`config.mk`:
```
export PLATFORM = sky130hd
export DESIGN_NAME = control_barrera
export DESIGN_NICKNAME = d
export VERILOG_FILES = /design/src/rtl/control_barrera.sv
export SDC_FILE = /design/constraint.sdc
export NUM_CORES = 1
export LEC_CHECK = 0
export BUFFER_PORTS_ARGS = -buffer_cell sky130_fd_sc_hd__buf_2
export CAP_MARGIN = 30
export CORE_MARGIN = 5
export CORE_UTILIZATION = 59
export DETAILED_ROUTE_END_ITERATION = 8
export PLACE_DENSITY = 0.79
export SLEW_MARGIN = 20
export SYNTH_ARGS = -nofsm -noshare
export SYNTH_HDL_FRONTEND = slang
export SYNTH_SLANG_ARGS = --single-unit
```
`constraint.sdc`:
```
create_clock -name clk -period 6.2 [get_ports clk]
set_clock_uncertainty 0.1 [all_clocks]
set_input_delay 0.62 -clock clk [delete_from_list [all_inputs] [get_ports clk]]
set_output_delay 0.62 -clock clk [all_outputs]
set_load 0.005 [all_outputs]
```
`src/rtl/control_barrera.sv`:
```
`timescale 1ns/1ps
// Parking barrier controller: arbitrates entry/exit requests for the single
// shared barrier motor and sequences open -> hold -> close, reopening on an
// obstruction while closing. All outputs come straight from flops.
module control_barrera #(
    parameter int unsigned T_MOV     = 25_000_000,
    parameter int unsigned T_ESPERA  = 250_000_000,
    parameter int unsigned CAPACIDAD = 15
) (
    input  logic       clk,
    input  logic       rst_n,
    input  logic       sol_entrada,
    input  logic       sol_salida,
    input  logic       paso_entrada,
    input  logic       paso_salida,
    input  logic       obstaculo,
    input  logic [3:0] ocupados,
    output logic       motor_abrir,
    output logic       motor_cerrar,
    output logic       concedido_entrada,
    output logic       concedido_salida,
    output logic       lleno,
    output logic       expirado,
    output logic [1:0] estado
);

    typedef enum logic [1:0] {
        REPOSO   = 2'd0,
        ABRIENDO = 2'd1,
        ABIERTA  = 2'd2,
        CERRANDO = 2'd3
    } estado_t;

    // Direction of the last service; used to alternate on a tie.
    localparam logic ENTRADA = 1'b0;
    localparam logic SALIDA  = 1'b1;

    localparam int unsigned T_MAX = (T_MOV > T_ESPERA) ? T_MOV : T_ESPERA;
    localparam int          TW    = $clog2(T_MAX + 1);

    // Terminal counts: the phase ends on the cycle whose timer reads N-1.
    localparam logic [TW-1:0] FIN_MOV    = TW'(T_MOV - 1);
    localparam logic [TW-1:0] FIN_ESPERA = TW'(T_ESPERA - 1);
    localparam logic [3:0]    CAP        = 4'(CAPACIDAD);

    estado_t       state_q, state_d;
    logic [TW-1:0] timer_q, timer_d;
    logic [TW-1:0] timer_inc;
    logic          ultimo_q, ultimo_d;
    logic          gnt_e_q, gnt_e_d;
    logic          gnt_s_q, gnt_s_d;
    logic          abrir_q, abrir_d;
    logic          cerrar_q, cerrar_d;
    logic          lleno_q, lleno_d;
    logic          expirado_q, expirado_d;

    logic          eleg_e;
    logic          eleg_s;
    logic          paso_ok;

    // Saturating increment: the timer sticks at all-ones instead of wrapping.
    assign timer_inc = (timer_q == {TW{1'b1}}) ? timer_q : timer_q + 1'b1;

    // Entry is only eligible while the live count shows a free space.
    assign eleg_e  = sol_entrada && (ocupados < CAP);
    assign eleg_s  = sol_salida;
    assign paso_ok = (gnt_e_q && paso_entrada) || (gnt_s_q && paso_salida);

    // Next-state, timer, arbitration and registered-output decode.
    always_comb begin
        state_d    = state_q;
        timer_d    = timer_inc;
        ultimo_d   = ultimo_q;
        gnt_e_d    = gnt_e_q;
        gnt_s_d    = gnt_s_q;
        expirado_d = 1'b0;

        case (state_q)
            REPOSO: begin
                timer_d = '0;
                gnt_e_d = 1'b0;
                gnt_s_d = 1'b0;
                if (eleg_e && (!eleg_s || (ultimo_q == SALIDA))) begin
                    state_d  = ABRIENDO;
                    gnt_e_d  = 1'b1;
                    ultimo_d = ENTRADA;
                end else if (eleg_s) begin
                    state_d  = ABRIENDO;
                    gnt_s_d  = 1'b1;
                    ultimo_d = SALIDA;
                end
            end
            ABRIENDO: begin
                if (timer_q >= FIN_MOV) begin
                    state_d = ABIERTA;
                    timer_d = '0;
                end
            end
            ABIERTA: begin
                // A matching pass wins over a coincident timeout.
                if (paso_ok) begin
                    state_d = CERRANDO;
                    timer_d = '0;
                end else if (timer_q >= FIN_ESPERA) begin
                    state_d    = CERRANDO;
                    timer_d    = '0;
                    expirado_d = 1'b1;
                end
            end
            CERRANDO: begin
                // An obstruction reopens fully and keeps the current grant.
                if (obstaculo) begin
                    state_d = ABRIENDO;
                    timer_d = '0;
                end else if (timer_q >= FIN_MOV) begin
                    state_d = REPOSO;
                    timer_d = '0;
                    gnt_e_d = 1'b0;
                    gnt_s_d = 1'b0;
                end
            end
            default: begin
                state_d = REPOSO;
                timer_d = '0;
                gnt_e_d = 1'b0;
                gnt_s_d = 1'b0;
            end
        endcase

        abrir_d  = (state_d == ABRIENDO);
        cerrar_d = (state_d == CERRANDO);
        lleno_d  = (ocupados >= CAP);
    end

    // State and output registers; reset stops the motor immediately.
    always_ff @(posedge clk or negedge rst_n) begin
        if (!rst_n) begin
            state_q    <= REPOSO;
            timer_q    <= '0;
            ultimo_q   <= SALIDA;
            gnt_e_q    <= 1'b0;
            gnt_s_q    <= 1'b0;
            abrir_q    <= 1'b0;
            cerrar_q   <= 1'b0;
            lleno_q    <= 1'b0;
            expirado_q <= 1'b0;
        end else begin
            state_q    <= state_d;
            timer_q    <= timer_d;
            ultimo_q   <= ultimo_d;
            gnt_e_q    <= gnt_e_d;
            gnt_s_q    <= gnt_s_d;
            abrir_q    <= abrir_d;
            cerrar_q   <= cerrar_d;
            lleno_q    <= lleno_d;
            expirado_q <= expirado_d;
        end
    end

    assign motor_abrir       = abrir_q;
    assign motor_cerrar      = cerrar_q;
    assign concedido_entrada = gnt_e_q;
    assign concedido_salida  = gnt_s_q;
    assign lleno             = lleno_q;
    assign expirado          = expirado_q;
    assign estado            = state_q;

endmodule

```
### After elaboration in Yosys (flattened, before gate mapping)

Index checks and enable logic that the tools add are counted.

* word-level logic and storage cells: 60
* output and inout bits: 8
* register bits: 37
* input bits: 11

* order comparisons: 4
* equality and inequality tests: 8
* reduce and logical (&&, ||, !) cells: 12
* add/sub/neg operators: 1
* muxes and demuxes: 26

Operator list (count)
* 2-to-1 mux 28 bit: 5
* case mux 28 bit (4 select lines): 1
* adder 28 x 1 -> 28 bit, second input constant: 1
* == test 28 bit, second input constant: 1
* >= comparator 28 x 25 -> 1 bit, second input constant: 1
* >= comparator 28 bit, second input constant: 1
* 2-to-1 mux 2 bit: 7
* 2-to-1 mux 1 bit: 10
* case mux 2 bit (4 select lines): 1
* == test 2 bit, second input constant: 3
* == test 2 x 1 -> 1 bit, second input constant: 2
* >= comparator 4 bit, second input constant: 1
* logical AND 1 bit: 4
* < comparator 4 bit, second input constant: 1
* != test 2 bit, second input constant: 2
* case mux 1 bit (2 select lines): 2
* nonzero test 2 bit: 2
* AND reduction 3 bit: 1
* zero test 2 bit: 1
* logical OR 1 bit: 2
* AND reduction 2 bit: 1
* zero test 1 bit: 1

### Depth between registers and ports, before layout

Gate-level depths: netlist (run 1).

* word-level depth: 6
* mapped depth: 9
* gate-level depth less buffers: 7

### Worst setup path after synthesis (run 1)

No wires, ideal clock.

* path kind: reg-to-reg
* start: reg timer_q[0]
* end: reg timer_q[19]
* setup time: 0.072 ns
* buffers on the path: 2
* arrival: 2.198 ns
* setup slack: 3.830 ns
* cell stages (with the launch flop): 10
* required time: 6.028 ns
* cell sequence: dfrtp_1 > ha_1 > and2_1 > a211o_1 > a2111oi_1 > o31ai_1 > o32a_1 > buf_6 > buf_6 > nor2_1

* cells in the longest elaborated chain, start to end: 5
* elaborated cells between the ends (all ways): 10
* classes of those cells: 1 x add/sub; 2 x order compare; 1 x eq/ne; 6 x mux

Ends and longest elaborated chain
* start, declared: RTL line 47 `logic [TW-1:0] timer_q, timer_d;`
* start signal, assigned: RTL line 149 `timer_q <= timer_d;`
* adder 28 x 1 -> 28 bit / == test 28 bit (equally long branches): RTL line 62 `assign timer_inc = (timer_q == {TW{1'b1}}) ? timer_q : timer_q + 1'b1;`
* 2-to-1 mux 28 bit: RTL line 62
* 2-to-1 mux 28 bit (on tied branches): RTL line 94, 115, 104
* 2-to-1 mux 28 bit (on tied branches): RTL line 112, 101
* case mux 28 bit (4 select lines) *: RTL line 78 `case (state_q)`
* net timer_d[19]: RTL line 47

The timed path passes the listed nets; every way through them passes the cells marked *.
A chain may end at the register's enable or synchronous reset.

### Worst setup path after layout (run 1)

* start: reg timer_q[0]
* end: reg timer_q[12]

The elaborated chain is that of the path after synthesis.

==> summary.md, run 1 <==
| Metric | Value |
|---|---|
| Status | completed |
| H-tree levels | 2 |
| Std-Cell Rows | 21 |
| Area occupied by multi-input gates | 1050 um^2 |
| Pre-antenna DRT Iters | 4 |
| Worst vdd ir | 0.190 mV |
| Fin Setup TNS | 0 ns |
| Switching Fraction | 28.5% |
| Vias in the first global route | 1530 |
| Maximum buffer depth of the clock tree | 2 |
| GRT Residual Overflow | 0 |
| Reg2reg setup slack | 3.17 ns |
| GR peak layer | met2 |
| I/O Pins | 19 |
| Post-route insts no fill | 290 |
| Tmin final | 3.03 ns |
| ANT cells | 0 |
| Proportion of power drawn by the clock network | 25.5% |
| Top-count cell post-synth | nor2_1 |
| Critical Path Slowest Stage Cell | a2111oi_1 |
| Max stage delay on crit path | 0.55 ns |
| Arrival @ worst endpoint | 3.19 ns |
| Commonest cells in the netlist | nor2_1, dfrtp_1, nand2_1, nand3_1, xor2_1 |
| Worst hold slack | 0.236 ns |
| CTS tree | done |
| Top_reg_cell synth | dfrtp_1 |
| Vias | 1710 |
| Remaining antenna violation count | 0 |
| # DRC | 0 |
| P_leak | 0.977 nW |
| Largest cells by area after synthesis | dfrtp_1, nor2_1, xor2_1 |
| Initial antenna violation count | 0 |
| Wire length per cell | 14.4 um |
| Grt met3 use | 5.67% |
| Post-synth EDFFs | 0 |
| Type of origin of the critical path | flop |
| First DRT Iteration DRCs | 119 |
| Root Driver | clkbuf_4 |
| Met2 Track Usage GR | 30.8% |
| Avg Inst Size Synth | 9.11 um^2 |
| Crit path capture | timer_q[12] |
| Die width | 68.9 um |
| Power Internal | 0.338 mW |
| Final nets | 255 |
| Core Area | 3340 um^2 |
| PostCTS Resize Cnt | 0 |
| Pwr dens | 215 nW/um^2 |
| Vias per cell | 5.90 |
| Starting Density | 61.4% |
| Distinct cells, synth | 42 |
| Crit-path max FO | 15 |
| Logic gate share of total power | 13.7% |
| FF-to-FF Start | timer_q[0] |
| Drt total wl | 4180 um |
| Tcrit/Tclk final | 48.9% |
| Sequential area share after synthesis | 45.2% |
| Largest net degree at the start of global routing | 38 |
| Crit path required time | 6.36 ns |
| Post-Place Cells | 281 |
| Cts hold-fix bufs | 0 |
| Synth area leader | dfrtp_1 |
| Mapped Area | 2050 um^2 |
| Max Clock Freq | 330 MHz |
| Setup bufs post-CTS | 0 |
| GPL Wtd Cong | 0.848 |
| Synth async-reset ratio | 100% |
| Num CTS Buffers | 5 |
| Reg2Reg Depth | 8 |
| Port Buffers | 18 |
| Fin. Hold Viols | 0 |
| Reg clk slew, reported paths | 0.10 ns |
| Maxcap violations | 0 |
| Reg area | 927 um^2 |
| GR Util met1 | 27.5% |
| Stages on worst setup path | 8 |
| Yosys reg bits | 37 |
| Max transition margin | 48.4% |
| Yosys warning count | 0 |
| CP Class | reg2reg |
| Hold/Removal Path Class | in2async |
| Top-area cell type share of the netlist area | 44.0% |
| End of the worst register-to-register path | timer_q[12] |
| Global-route usage over all layers | 20.3% |
| Worst path buffer plus inverter count | 1 |
| Family with the most delay on the worst path | compound AO/OA/AOI/OAI gates |
| Net Count, Synth | 237 |
| Layout Area Growth over Synthesis | 7.57% |
| Setup crit end kind | flop |
| Worst Setup SP | timer_q[0] |
| Psw | 0.135 mW |
| RSZ-0062 raised after global routing | false |
| Worst-path cell chain | ha_1, and2_1, a211o_1, a2111oi_1, o31ai_1, o32a_1, buf_6, nor3_1 |
| Layout cells sized above 1 | 11.5% |
| Flop pwr share | 60.7% |
| Synthesized instance count | 225 |
| Fin. max-slew vios | 0 |
| # clock sinks | 37 |
| Fill count | 306 |
| DP HPWL | 2910 um |
| Setup violators final | 0 |
| Measured slew at the worst slew-check pin | 0.774 ns |
| First-pass GRT wire length | 7080 um |
| Worst skew pair latency | 0.35 ns |
| Die Ht | 68.9 um |
| Die ar. | 4750 um^2 |
## area by class of cell
cell class | instances | area share [%]
Inverter | 4 | 0.681
Timing Repair Buffer | 19 | 4.60
Tap cell | 46 | 2.61
Clock buffer | 8 | 2.21
Sequential cell | 37 | 42.1
Multi-Input combinational cell | 176 | 47.8
## per-layer routing
layer	up-vias	routed length [um]
li1	838	-
met1	824	2000
met2	40	1880
met3	8	233
met4	0	67
met5	-	0
## sequential cells by signal, indices dropped and copies added (netlist names)
signal	flops
timer_q	28
estado	2
concedido_entrada	1
ultimo_q	1
motor_abrir	1
concedido_salida	1
expirado	1
lleno	1
motor_cerrar	1
## per-stage QoR
stage	utilization [%]	total power, mW	setup WS, ns	area, um^2
2_1_floorplan	-	0.335	3.83	2050
3_3_place_gp	64.3	0.354	3.41	2140
3_5_place_dp	64.3	0.357	3.31	2140
4_1_cts	65.7	0.477	3.19	2190
5_1_grt	66.1	0.502	3.00	2200
6_report	66.1	0.473	3.17	2200
## cells by family after synthesis
| group | count (synthesis) | synth area share, % |
|---|---|---|
| buffers and inverters | 12 | 3.30 |
| xor gates and xnor gates | 22 | 9.40 |
| muxes | 4 | 1.95 |
| adders and majority gates | 1 | 0.610 |
| DFF | 37 | 45.2 |
| and+or+nand+nor | 120 | 29.0 |
| AOI/OAI and AO/OA | 29 | 10.5 |
## cell usage in the layout, fill, tap and decap left out, types with 2 or more instances in the layout
cell       count
a2111oi_0      2
a21oi_1        6
a31oi_1        2
and2_1         4
and3_1         8
and4_1         2
buf_2         18
clkbuf_1       3
clkbuf_4       5
dfrtp_1       36
inv_1          4
mux2i_1        4
nand2_1       20
nand2b_1       2
nand3_1       17
nand4_1       11
nand4b_1       3
nor2_1        38
nor2b_1        2
nor3_1         4
nor3b_1        2
nor4_1         3
o21ai_0        3
o21bai_1       2
o311a_1        2
or2_2          3
xnor2_1        6
xor2_1        16
## power groups by stage
stage          Combinational [mW]  Sequential, mW  Clock [mW]
5_1_grt                    0.0766           0.292       0.133
4_1_cts                    0.0652           0.287       0.125
3_5_place_dp               0.0643           0.292           0
6_report                   0.0650           0.288       0.121
3_3_place_gp               0.0637           0.290           0
2_1_floorplan              0.0482           0.286           0
## how the worst min path moves through the flow
| stage | start | endpoint | slack (ns) | cells past startpoint |
|---|---|---|---|---|
| finish | rst_n | timer_q[5] | 0.24 | 1 |
| floorplan | rst_n | concedido_entrada | 0.22 | 0 |
| CTS | rst_n | timer_q[5] | 0.26 | 1 |
| detailed placement | ultimo_q | ultimo_q | 0.43 | 2 |
| global route | rst_n | timer_q[5] | 0.31 | 1 |
| global placement | ultimo_q | ultimo_q | 0.42 | 2 |
Note: power is estimated with default switching activity, not from simulation.
==> inputs of run 2 (changes only) <==
CORE_UTILIZATION = 53   (was 59)
PLACE_DENSITY = 0.75   (was 0.79)
clock period = 2.45 ns   (was 6.2 ns; I/O delays follow)
==> run 2 against run 1 <==
Compared with the run above: maximum frequency rose by 25%; die area rose by 9.7%; register-to-register slack got worse by 3.2 ns; sequential cell count did not move; combinational power rose to 5.3 times the previous value; critical path type unchanged; largest cell class unchanged; largest power group unchanged.
==> summary.md, run 2 (synthesis gave the netlist of run 1 again) <==
| Metric | Value |
|---|---|
| Status | completed |
| Max stage delay on crit path | 0.40 ns (-0.15 ns) |
| P_leak | 1.12 nW (+14%) |
| DP HPWL | 3220 um (+11%) |
| GR peak layer | met2 |
| Vias per cell | 5.74 (-2.6%) |
| Crit-path max FO | 7 (-8) |
| Reg2reg setup slack | 0.02 ns (-3.15 ns) |
| First DRT Iteration DRCs | 112 (-5.9%) |
| Most frequent cells in the layout | dfrtp_1, nor2_1, nand2_1 |
| Max Clock Freq | 411 MHz (+25%) |
| ANT cells | 0 (unchanged) |
| Root Driver | clkbuf_8 |
| Power, Total | 1.58 mW (+230%) |
| Hold Path Stages | 3 |
| Layout Area Growth over Synthesis | 28.1% |
| Fin. Hold Viols | 0 (unchanged) |
| Global-route usage over all layers | 19.1% (-1.3 points) |
| Core Area | 3720 um^2 (+11%) |
| First-pass GRT wire length | 7890 um (+11%) |
| Vias | 1809 (+5.8%) |
| Setup crit end kind | flop |
| Tcrit/Tclk final | 99.3% (+50 points) |
| End of the worst register-to-register path | timer_q[15] |
| Max reg flops | 28 (unchanged) |
| GRT Residual Overflow | 0 (unchanged) |
| Max transition margin | 44.8% (-3.6 points) |
| Num CTS Buffers | 5 (unchanged) |
| Pre-CTS WS | -0.0341 ns (-3.35 ns) |
| Tmin final | 2.43 ns (-0.597 ns) |
| Reg with most FFs | timer_q |
| CP Class | reg2reg |
| Starting Density | 55.2% (-6.3 points) |
| Arrival @ worst endpoint | 2.55 ns (-0.64 ns) |
| Pwr dens | 601 nW/um^2 (+180%) |
| Measured slew at the worst slew-check pin | 0.828 ns (+0.0541 ns) |
| GR Util met1 | 26.3% (-1.2 points) |
| Critical Path Slowest Stage Cell | dfrtp_1 |
| Fin. max-slew vios | 0 (unchanged) |
| Remaining antenna violation count | 0 (unchanged) |
| RSZ-0062 raised after global routing | true |
| Reg clk slew, reported paths | 0.08 ns (-0.02 ns) |
| Initial antenna violation count | 0 (unchanged) |
| Type of origin of the critical path | flop |
| Worst vdd ir | 0.511 mV (+170%) |
| Drt total wl | 4780 um (+14%) |
| Vias in the first global route | 1716 (+12%) |
| Worst path buffer plus inverter count | 1 (unchanged) |
| Hold/Removal Path Class | in2reg |
| Grt met3 use | 4.16% (-1.5 points) |
| Fill count | 306 (unchanged) |
| Final nets | 278 (+9.0%) |
| Maxcap violations | 0 (unchanged) |
| Met2 Track Usage GR | 30.2% (-0.60 points) |
| CTS tree | done |
| Worst skew pair latency | 0.29 ns (-0.06 ns) |
| Port Buffers | 18 (unchanged) |
| Most common cell after layout, fill and taps aside | dfrtp_1 |
| # DRC | 0 (unchanged) |
| Worst-path cell chain | ha_2, and2_4, a211o_1, a2111oi_4, o31ai_2, o32a_4, buf_8, nor2_1 |
| Crit path required time | 2.57 ns (-3.79 ns) |
| Largest net degree at the start of global routing | 38 (unchanged) |
| Die Ht | 72.2 um (+4.7%) |
| Wire length per cell | 15.2 um (+5.3%) |
| Setup violators final | 0 (unchanged) |
| Final WS setup | 0.0175 ns (-3.15 ns) |
| Worst-case hold path end point | lleno |
| H-tree levels | 2 (unchanged) |
| Maximum buffer depth of the clock tree | 2 (unchanged) |
| I/O Pins | 19 (unchanged) |
| Area occupied by multi-input gates | 1210 um^2 (+15%) |
| Std-Cell Rows | 22 (+4.8%) |
| GPL Wtd Cong | 0.907 (+6.9%) |
| FF-to-FF Start | timer_q[1] |
| Pre-antenna DRT Iters | 4 (unchanged) |
| Family with the most delay on the worst path | compound AO/OA/AOI/OAI gates |
| Die width | 72.2 um (+4.7%) |
| Reg2Reg Depth | 8 (unchanged) |
| # clock sinks | 37 (unchanged) |
| Layout cells sized above 1 | 28.1% (+17 points) |
| Hold Startpoint | ocupados[2] |
| Reg area | 927 um^2 (unchanged) |
| Die ar. | 5210 um^2 (+9.7%) |
run 2: worst reg2reg max path, cell delays in order, from the launching register on:
cell and delay (ns):
dfrtp_1 0.40, ha_2 0.20, and2_4 0.14, a211o_1 0.33, a2111oi_4 0.38, o31ai_2 0.15
o32a_4 0.40, buf_8 0.17, nor2_1 0.10
run 2: cell type report:
cell class,count,share of cell area [%]
Multi-Input combinational cell,176,46.2
Clock inverter,2,1.48
Sequential cell,37,35.3
Timing Repair Buffer,42,11.4
Clock buffer,6,2.76
Inverter,4,0.572
Tap cell,48,2.29
run 2: metal layers:
metal	vias to the layer above	share of wire [%]
met5	-	0
met4	0	1.2
met3	7	4.6
met2	43	48
met1	869	47
li1	890	-
run 2: timing repair:
action | CTS | global route
cloned | 1 | 1
pin swaps | 4 | 26
resized for setup | 8 | 40
setup buffers | 0 | 1
hold endpoints to repair | 36 | 0
endpoints found under the setup margin | 27 | 26
hold buffers | 1 | 0
run 2: worst max path at each step:
stage	slack (ns)	from	cells after the start	endpoint
final	0.02	timer_q[1]	8	timer_q[15]
after global routing	-0.07	timer_q[0]	8	timer_q[26]
after CTS	0.05	timer_q[0]	8	timer_q[22]
after detailed placement	-0.03	timer_q[0]	8	timer_q[17]
after global placement	0.04	timer_q[8]	7	timer_q[24]
after floorplan	0.08	timer_q[0]	9	timer_q[19]
run 2: per-stage QoR:
step / utilization, % / hold WS (ns) / instance area (um^2) / setup TNS, ns / cells
after CTS: 66.5 / 0.0898 / 2470 / 0 / 313
after global routing: 70.7 / 0.101 / 2630 / -0.471 / 315
final: 70.7 / 0.0891 / 2630 / 0 / 315
after global placement: 61.8 / 0.287 / 2300 / 0 / 303
after detailed placement: 61.8 / 0.289 / 2300 / -0.462 / 303
after floorplan: - / -0.151 / 2050 / 0 / 225
run 2: where the power goes:
| part | total, mW | switching (mW) | internal [mW] |
|---|---|---|---|
| logic | 0.345 | 0.166 | 0.179 |
| clock network | 0.530 | 0.224 | 0.306 |
| registers | 0.703 | 0.0383 | 0.665 |
| total | 1.58 | 0.429 | 1.15 |
==> inputs of run 3 (changes only) <==
--- a/config.mk
+++ b/config.mk
@@ -8,5 +8,5 @@
 export BUFFER_PORTS_ARGS = -buffer_cell sky130_fd_sc_hd__buf_2
 export CAP_MARGIN = 30
-export CORE_MARGIN = 5
+export CORE_MARGIN = 1.5
 export CORE_UTILIZATION = 53
 export DETAILED_ROUTE_END_ITERATION = 8
==> constraint.sdc (replaced) <==
create_clock -name clk -period 2.45 [get_ports clk]
set_clock_uncertainty 0.1 [all_clocks]
set_input_delay 0.245 -clock clk [delete_from_list [all_inputs] [get_ports clk]]
set_output_delay 0.245 -clock clk [all_outputs]
set_load 0.01 [all_outputs]
==> run 3 against run 2 <==
Compared with the run above: cell area shrank 5.1%; sequential share of layout area grew 1.9 points; combinational power shrank 14%; cell count shrank 0.95%; setup slack better by 0.025 ns; via count is 0.94% lower; global-route usage up 3.9 points; critical path depth unchanged.
==> summary.md, run 3 (synthesis gave the netlist of run 1 again) <==
| Metric | Value |
|---|---|
| Worst vdd ir | 0.452 mV (-12%) |
| Core Area | 3690 um^2 (-0.74%) |
| Die ar. | 4250 um^2 (-18%) |
| Crit-path max FO | 6 (-1) |
| CTS tree | done |
| Pre-antenna DRT Iters | 4 (unchanged) |
| Die width | 65.2 um (-9.7%) |
| Worst skew pair latency | 0.29 ns (about the same) |
| Setup crit end kind | flop |
| Global-route usage over all layers | 23.0% (+3.9 points) |
| Tmin final | 2.41 ns (-0.0254 ns) |
| Vias per cell | 5.74 (about the same) |
| CP Class | reg2reg |
| Maximum buffer depth of the clock tree | 2 (unchanged) |
| Most frequent cells in the layout | dfrtp_1, nor2_1, nand2_1 |
| First-pass GRT wire length | 7580 um (-3.8%) |
| Power, Total | 1.54 mW (-2.3%) |
| Max reg flops | 28 (unchanged) |
| Fin util | 67.6% (-3.1 points) |
| Setup violators final | 0 (unchanged) |
| DP HPWL | 3190 um (-0.92%) |
| Tcrit/Tclk final | 98.2% (-1.0 points) |
| RSZ-0062 raised after global routing | true |
| Port Buffers | 18 (unchanged) |
| Largest net degree at the start of global routing | 38 (unchanged) |
| Switching Fraction | 25.6% (-1.5 points) |
| Final WS setup | 0.0429 ns (+0.0254 ns) |
| Drt total wl | 4690 um (-1.9%) |
| Flop pwr share | 45.5% (+0.9 points) |
| Most common cell after layout, fill and taps aside | dfrtp_1 |
| # DRC | 0 (unchanged) |
| Starting Density | 55.6% (+0.41 points) |
| Type of origin of the critical path | flop |
| Num CTS Buffers | 5 (unchanged) |
| Layout cells sized above 1 | 21.6% (-6.5 points) |
| Wire length per cell | 15.0 um (-0.98%) |
| Power Internal | 1.15 mW (-0.23%) |
| Logic gate share of total power | 19.2% (-2.6 points) |
| Hold/Removal Path Class | in2reg |
| Measured slew at the worst slew-check pin | 0.835 ns (+0.00722 ns) |
| ANT cells | 0 (unchanged) |
| Layout Area Growth over Synthesis | 21.6% |
| I/O Pins | 19 (unchanged) |
| Crit path required time | 2.57 ns (about the same) |
| Pre-CTS WS | -0.0421 ns (-0.00804 ns) |
| Remaining antenna violation count | 0 (unchanged) |
| Fill count | 302 (-1.3%) |
| H-tree levels | 2 (unchanged) |
| Psw | 0.395 mW (-7.7%) |
| # clock sinks | 37 (unchanged) |
| Root Driver | clkbuf_8 |
| Post-route insts no fill | 312 (-0.95%) |
| Fin. max-slew vios | 0 (unchanged) |
| Vias | 1792 (-0.94%) |
| Maxcap violations | 0 (unchanged) |
| Std-Cell Rows | 22 (unchanged) |
| P_leak | 1.12 nW (+0.70%) |
| Proportion of power drawn by the clock network | 35.3% (+1.7 points) |
| Die Ht | 65.2 um (-9.7%) |
| First DRT Iteration DRCs | 150 (+34%) |
| Arrival @ worst endpoint | 2.52 ns (-0.03 ns) |
| Initial antenna violation count | 0 (unchanged) |
| Pwr dens | 619 nW/um^2 (+3.0%) |
| GRT Residual Overflow | 0 (unchanged) |
| Reg clk slew, reported paths | 0.07 ns (about the same) |
| Max transition margin | 44.3% (-0.48 points) |
| Reg with most FFs | timer_q |
| Fin. Hold Viols | 0 (unchanged) |
| Max Clock Freq | 415 MHz (+1.1%) |
| GPL Wtd Cong | 0.931 (+2.7%) |
| Vias in the first global route | 1661 (-3.2%) |
| Final nets | 275 (-1.1%) |
| Post-Place Cells | 300 (-0.99%) |
| Status | completed |
| Fin Setup TNS | 0 ns (unchanged) |
## run 3: worst max-delay path: stages (launching register included)
cell and delay [ns]:
dfrtp_1 0.40, ha_1 0.20, and2_1 0.17, a211o_1 0.30, a2111oi_4 0.34, o31ai_2 0.12
o32a_4 0.43, buf_4 0.17, nor2_1 0.10
## run 3: power groups by stage
stage / registers, mW / clock network, mW / logic (mW)
after floorplan: 0.728 / 0 / 0.122
after global placement: 0.708 / 0 / 0.265
after detailed placement: 0.711 / 0 / 0.269
after CTS: 0.699 / 0.556 / 0.273
after global routing: 0.707 / 0.575 / 0.338
final: 0.701 / 0.544 / 0.297
## run 3: final timing paths
kind                       cells past startpoint           to  slack [ns]         from
setup / recovery                               8  timer_q[15]        0.04   timer_q[1]
hold / removal                                 3        lleno         0.1  ocupados[2]
setup reg to reg                               8  timer_q[15]        0.04   timer_q[1]
hold reg to reg                                2     ultimo_q        0.45     ultimo_q
max in group asynchronous                      2  timer_q[10]        1.24        rst_n
min in group asynchronous                      2  timer_q[26]        0.50        rst_n
## run 3: repair_timing
action | 4_1_cts | 5_1_grt
buffers inserted | 0 | 1
gates resized for setup | 3 | 15
pin swaps | 1 | 4
setup endpoints to repair | 27 | 27
endpoints found under the hold margin | 36 | 0
cloned | 0 | 2
hold buffers | 1 | 0
## run 3: routing by layer
layer  vias up  routed length (um)  GRT usage, %
met5         -                   0             0
met1       854                2170          31.7
li1        873                   -             -
met2        54                2230          36.5
met4         0                  59          6.77
met3        11                 226          4.79
## run 3: area by class of cell
class | count | area (um^2) | area share (%)
multi-input cells | 176 | 1110 | 44.6
repair buffers | 39 | 262 | 10.5
flip-flops and latches | 37 | 927 | 37.2
inverters | 4 | 15.0 | 0.602
well taps | 48 | 60.1 | 2.41
clock inverters | 1 | 30.0 | 1.20
clock buffers | 7 | 86.3 | 3.46
## run 3: per-stage QoR
step                      hold slack [ns]  instance area, um^2
after global routing                0.104                 2490
after detailed placement            0.289                 2270
final                              0.0956                 2490
after CTS                          0.0883                 2420
after global placement              0.287                 2270
after floorplan                    -0.151                 2050
